==> src/rtl/mux_rr_arbiter.sv <==
`default_nettype none
// =============================================================================
// Module   : mux_rr_arbiter
// Purpose  : Round-robin arbiter that time-shares a 4:1 one-bit mux among four
//            requesters. Define MUX_ARB_TIMEOUT_EN to add MAX_HOLD pre-emption.
// Revision : 1.0
// =============================================================================
module mux_rr_arbiter #(
    parameter int MAX_HOLD = 8
) (
    input  logic       clk,
    input  logic       reset,
    input  logic [3:0] req,
    input  logic       in0,
    input  logic       in1,
    input  logic       in2,
    input  logic       in3,
    output logic [3:0] grant,
    output logic       address0,
    output logic       address1,
    output logic       valid,
    output logic       out
);

    typedef enum logic [0:0] {
        ST_IDLE = 1'b0,
        ST_BUSY = 1'b1
    } state_t;

    localparam logic [3:0] c_max_hold = 4'(MAX_HOLD);

    state_t     r_state;
    state_t     w_state_nxt;
    logic [1:0] r_ptr;
    logic [1:0] w_ptr_nxt;
    logic [1:0] r_owner;
    logic [1:0] w_owner_nxt;
    logic [1:0] r_addr;
    logic [1:0] w_addr_nxt;
    logic [3:0] r_grant;
    logic [3:0] w_grant_nxt;

    logic [2:0] w_pick;
    logic [2:0] w_repick;
    logic [3:0] w_others;
    logic [1:0] w_owner_inc;
    logic       w_release;
    logic       w_sel;

    // Returns {found, index} of the first set bit scanning circularly from start.
    function automatic logic [2:0] rr_pick(input logic [3:0] r, input logic [1:0] start);
        logic [2:0] res;
        logic [1:0] idx;
        res = 3'b000;
        for (int k = 3; k >= 0; k--) begin
            idx = start + 2'(k);
            if (r[idx]) begin
                res = {1'b1, idx};
            end
        end
        return res;
    endfunction

    function automatic logic [3:0] onehot(input logic [1:0] idx);
        return 4'b0001 << idx;
    endfunction

    assign w_owner_inc = r_owner + 2'd1;
    assign w_pick      = rr_pick(req, r_ptr);
    // r_grant is the owner's one-hot while busy, so this masks the owner out.
    assign w_others    = req & ~r_grant;
    assign w_repick    = rr_pick(w_others, w_owner_inc);

`ifdef MUX_ARB_TIMEOUT_EN
    logic [3:0] r_hold;
    logic [3:0] w_hold_nxt;
    logic       w_timeout;

    assign w_timeout = (r_hold == c_max_hold) && (w_others != 4'b0000);
    assign w_release = !req[r_owner] || w_timeout;
`else
    logic w_unused_max_hold;

    assign w_unused_max_hold = ^c_max_hold;
    assign w_release         = !req[r_owner];
`endif

    always_comb begin
        w_state_nxt = r_state;
        w_ptr_nxt   = r_ptr;
        w_owner_nxt = r_owner;
        w_addr_nxt  = r_addr;
        w_grant_nxt = r_grant;
`ifdef MUX_ARB_TIMEOUT_EN
        w_hold_nxt  = r_hold;
`endif
        case (r_state)
            ST_IDLE: begin
                if (w_pick[2]) begin
                    w_state_nxt = ST_BUSY;
                    w_owner_nxt = w_pick[1:0];
                    w_addr_nxt  = w_pick[1:0];
                    w_grant_nxt = onehot(w_pick[1:0]);
`ifdef MUX_ARB_TIMEOUT_EN
                    w_hold_nxt  = 4'd1;
`endif
                end
            end
            ST_BUSY: begin
                if (w_release) begin
                    w_ptr_nxt = w_owner_inc;
                    if (w_repick[2]) begin
                        w_owner_nxt = w_repick[1:0];
                        w_addr_nxt  = w_repick[1:0];
                        w_grant_nxt = onehot(w_repick[1:0]);
`ifdef MUX_ARB_TIMEOUT_EN
                        w_hold_nxt  = 4'd1;
`endif
                    end else begin
                        // Address deliberately keeps its last value when idle.
                        w_state_nxt = ST_IDLE;
                        w_grant_nxt = 4'b0000;
                    end
                end else begin
`ifdef MUX_ARB_TIMEOUT_EN
                    if (r_hold != 4'd15) begin
                        w_hold_nxt = r_hold + 4'd1;
                    end
`endif
                end
            end
            default: begin
                w_state_nxt = ST_IDLE;
                w_grant_nxt = 4'b0000;
            end
        endcase
    end

    always_ff @(posedge clk) begin
        if (reset) begin
            r_state <= ST_IDLE;
            r_ptr   <= 2'd0;
            r_owner <= 2'd0;
            r_addr  <= 2'd0;
            r_grant <= 4'b0000;
`ifdef MUX_ARB_TIMEOUT_EN
            r_hold  <= 4'd0;
`endif
        end else begin
            r_state <= w_state_nxt;
            r_ptr   <= w_ptr_nxt;
            r_owner <= w_owner_nxt;
            r_addr  <= w_addr_nxt;
            r_grant <= w_grant_nxt;
`ifdef MUX_ARB_TIMEOUT_EN
            r_hold  <= w_hold_nxt;
`endif
        end
    end

    always_comb begin
        w_sel = 1'b0;
        case (r_addr)
            2'd0:    w_sel = in0;
            2'd1:    w_sel = in1;
            2'd2:    w_sel = in2;
            default: w_sel = in3;
        endcase
    end

    assign grant    = r_grant;
    assign address0 = r_addr[0];
    assign address1 = r_addr[1];
    assign valid    = (r_state == ST_BUSY);
    assign out      = valid & w_sel;

endmodule
`default_nettype wire

==> config.mk <==
export PLATFORM = sky130hd
export DESIGN_NAME = mux_rr_arbiter
export DESIGN_NICKNAME = d
export VERILOG_FILES = /design/src/rtl/mux_rr_arbiter.sv
export SDC_FILE = /design/constraint.sdc
export NUM_CORES = 1
export LEC_CHECK = 0
export CORE_MARGIN = 2
export CORE_UTILIZATION = 46
export CTS_CLUSTER_DIAMETER = 80
export CTS_CLUSTER_SIZE = 25
export DETAILED_ROUTE_END_ITERATION = 12
export DONT_BUFFER_PORTS = 1
export GPL_ROUTABILITY_DRIVEN = 0
export PLACE_DENSITY = 0.57
export SYNTH_ARGS = -nofsm -noshare
export SYNTH_HDL_FRONTEND = slang
export SYNTH_SLANG_ARGS = --single-unit
==> constraint.sdc <==
create_clock -name clk -period 6.65 [get_ports clk]
set_input_delay 1.995 -clock clk [delete_from_list [all_inputs] [get_ports clk]]
set_output_delay 1.995 -clock clk [all_outputs]
set_load 0.005 [all_outputs]
==> summary.txt <==
Worst setup path
  • Crit end category: output port
  • Critical path class: in -> out
  • FF-to-FF setup slack: 4.22 ns
  • RR Startpoint: r_addr[0]
  • Critical R2R Capture: grant[3]
  • Worst Path Arrival: 2.57 ns
  • Bufs and invs on worst path: 0
  • CP Launch Type: primary input
  • Delay-heaviest family, CP: compound AO/OA/AOI/OAI gates
  • Crit path cell chain: a222oi_1 -> o21ai_0 -> and2_1
  • Worst Reg-to-Reg Cells: 6
  • Max stage delay on crit path: 0.30 ns
  • Critical Path RT: 4.66 ns
  • Slowest library cell on the worst path: a222oi_1
  • Crit-path max FO: 1

Power
  • Internal power: 0.123 mW
  • Pleak: 0.308 nW
  • Pwr/cell area: 250 nW/µm²
  • Net Sw Power: 0.0790 mW
  • Worst vdd ir: 0.141 mV
  • Sw Share: 39.0%
  • Clock power frac: 20.6%
  • Reg power frac: 38.8%
  • Gate power share: 40.6%

Finish
  • Layout cells sized above 1: 8.25%
  • Area Overhead vs Synth: 3.19%
  • # fillers: 159
  • Register area: 180 µm²
  • Inserted Diodes: 0
  • Final std cells w/o fill: 113
  • Layout Nets: 112
  • Area occupied by multi-input gates: 572 µm²

Floorplan
  • Starting density of the core: 50.3%
  • Row count: 14
  • Die height: 45.3 µm
  • Die W: 45.3 µm
  • IO Pins: 18
  • Die area: 2050 µm²
  • Core area: 1560 µm²

Logic synthesis
  • EDFF count, synth: 0
  • Async SR Flop Fraction: 0%
  • Synth top area cells: dfxtp_1, ha_1, nor2_1
  • Area leader, netlist: dfxtp_1
  • Yosys reg bits: 9
  • Synth Instances: 98
  • Syn nets: 112
  • Mean Syn Cell Area: 8.01 µm²
  • Distinct cells, synth: 40
  • Synth Flop Type: dfxtp_1
  • Post-Syn Area: 785 µm²
  • Ys Warns: 0
  • Top-area cell type share of the netlist area: 23.0%
  • Register area share after synthesis: 23.0%

Hold path
  • Hold/Removal Path Class: reg -> reg
  • Hold path depth: 2
  • Hold path start: r_ptr[0]
  • Hold EP: r_ptr[0]

Clock network
  • Resized Gates After CTS: 0
  • Hold_buf cts: 0
  • CTS Sinks: 9
  • CTS max path bufs: 2
  • Htree depth: 1
  • Postcts setup bufs: 0
  • Clk slew on worst S/H paths: 0.06 ns
  • Num CTS Buffers: 3
  • CTS Root Cell: clkbuf_4
  • Clk_lat worst skew: 0.26 ns
  • TritonCTS clock tree: built

Route
  • Total number of vias: 755
  • Avg WL per Cell: 16.0 µm
  • DRC viols: 0
  • Initial drt markers: 32
  • Antenna Nets Post-Route: 0
  • Vias per inst: 6.68
  • DRT Pass-1 Iters: 4
  • Detailed Route WL: 1810 µm

GRT
  • Initial antenna violation count: 0
  • GRT Util Overall: 21.2%
  • Grt total ovfl: 0
  • Global-route wire length before repair: 3120 µm
  • Largest net degree at the start of global routing: 13
  • Vias in the first global route: 715

Timing
  • Period utilisation layout: 68.7%
  • Slew HR: 66.3%
  • Worst slew pin tran: 0.504 ns
  • Setup violators final: 0
  • Setup repair after global routing missed its margin: no
  • Post-layout min period: 4.57 ns
  • Max-slew violations: 0
  • Final hold vios: 0
  • Setup TNS: 0 ns
  • Fmax: 219 MHz
  • Fin Clk Skew: 0.00506 ns

Outcome
  • Status: finished, final reports clean

Run
  • # Max-Cap Violations: 0

Placed design
  • Count of buffers from port buffering: 0
  • Placed insts: 109
  • Final HPWL DP: 1400 µm
[through the flow]
stage	setup WS, ns	utilization [%]	cell area (µm²)	power, mW	hold slack, ns
after floorplan	2.13	-	785	0.146	0.472
after global placement	2.08	50.2	783	0.160	0.504
after detailed placement	2.07	50.2	783	0.162	0.502
after CTS	2.07	51.9	810	0.203	0.511
after global routing	1.99	51.9	810	0.221	0.557
final	2.08	51.9	810	0.202	0.507
[cell usage in the layout, fill, tap and decap left out, types with 2 or more instances in the layout]
cell type / count
nor4_1: 2
nor3_1: 3
nand2b_1: 7
ha_1: 4
a211oi_1: 5
a21oi_1: 6
dfxtp_1: 9
nand3_1: 2
a311oi_1: 3
nor2b_1: 3
nand3b_1: 2
o21ai_0: 4
clkbuf_4: 3
inv_1: 3
or3_1: 2
nor2_1: 12
nand2_1: 3
mux2i_1: 3
[kinds of logic (layout without fill, tap and decap cells)]
kind of cell               count (synthesis)  in the layout  share of synthesized area (%)
adders and majority gates                  4              4                           6.38
and+or+nand+nor                           42             42                           28.9
muxes                                      4              4                           6.70
DFF                                        9              9                           23.0
AOI/OAI and AO/OA                         31             31                           30.9
buffers and inverters                      8              7                           4.15
[worst max path at each step]
stage	start	to	slack (ns)	cells after the start
final	in2	out	2.08	3
after global routing	in2	out	1.99	3
after CTS	in2	out	2.07	3
after detailed placement	in2	out	2.07	3
after global placement	in2	out	2.08	3
after floorplan	in2	out	2.13	3
[tightest hold or removal path, stage by stage, from the launching register on]
cell and delay [ns]:
dfxtp_1 0.31, inv_1 0.08, a211oi_1 0.07
[power by group through the flow]
stage / Clock [mW] / Sequential (mW) / Combinational (mW)
detailed placement: 0 / 0.0802 / 0.0814
global route: 0.0469 / 0.0811 / 0.0928
floorplan: 0 / 0.0713 / 0.0751
finish: 0.0417 / 0.0785 / 0.0822
global placement: 0 / 0.0795 / 0.0806
CTS: 0.0422 / 0.0788 / 0.0819
[area by class of cell]
type	count	share of cell area, %
multi-input combinational	81	70.6
inverter	3	1.39
tap	16	2.47
clock buffer	4	3.25
sequential	9	22.3
[flip-flops by register name, summed over array words and instances (netlist names)]
signal and cells:
r_addr 2, valid 1, grant 4, r_ptr 2
[Yosys cell counts (2+ instances only)]
master    number
buf_2          2
nor4_1         2
nor2b_1        3
nand2_1        3
nor3_1         3
mux2i_1        3
a311oi_1       3
inv_1          3
or3_1          2
nand3b_1       2
a21oi_1        6
nor2_1        12
nand2b_1       7
clkbuf_1       2
dfxtp_1        9
ha_1           4
nand3_1        2
o21ai_0        4
a211oi_1       5
[per-layer routing]
layer  routed length [µm]  vias up  track usage (%)
li1                     -      374                -
met1                  863      351             30.1
met2                  811       26             31.7
met3                  110        4             3.20
met4                   21        0             8.82
met5                    0        -                0
Power figures use the tool's default switching activity.
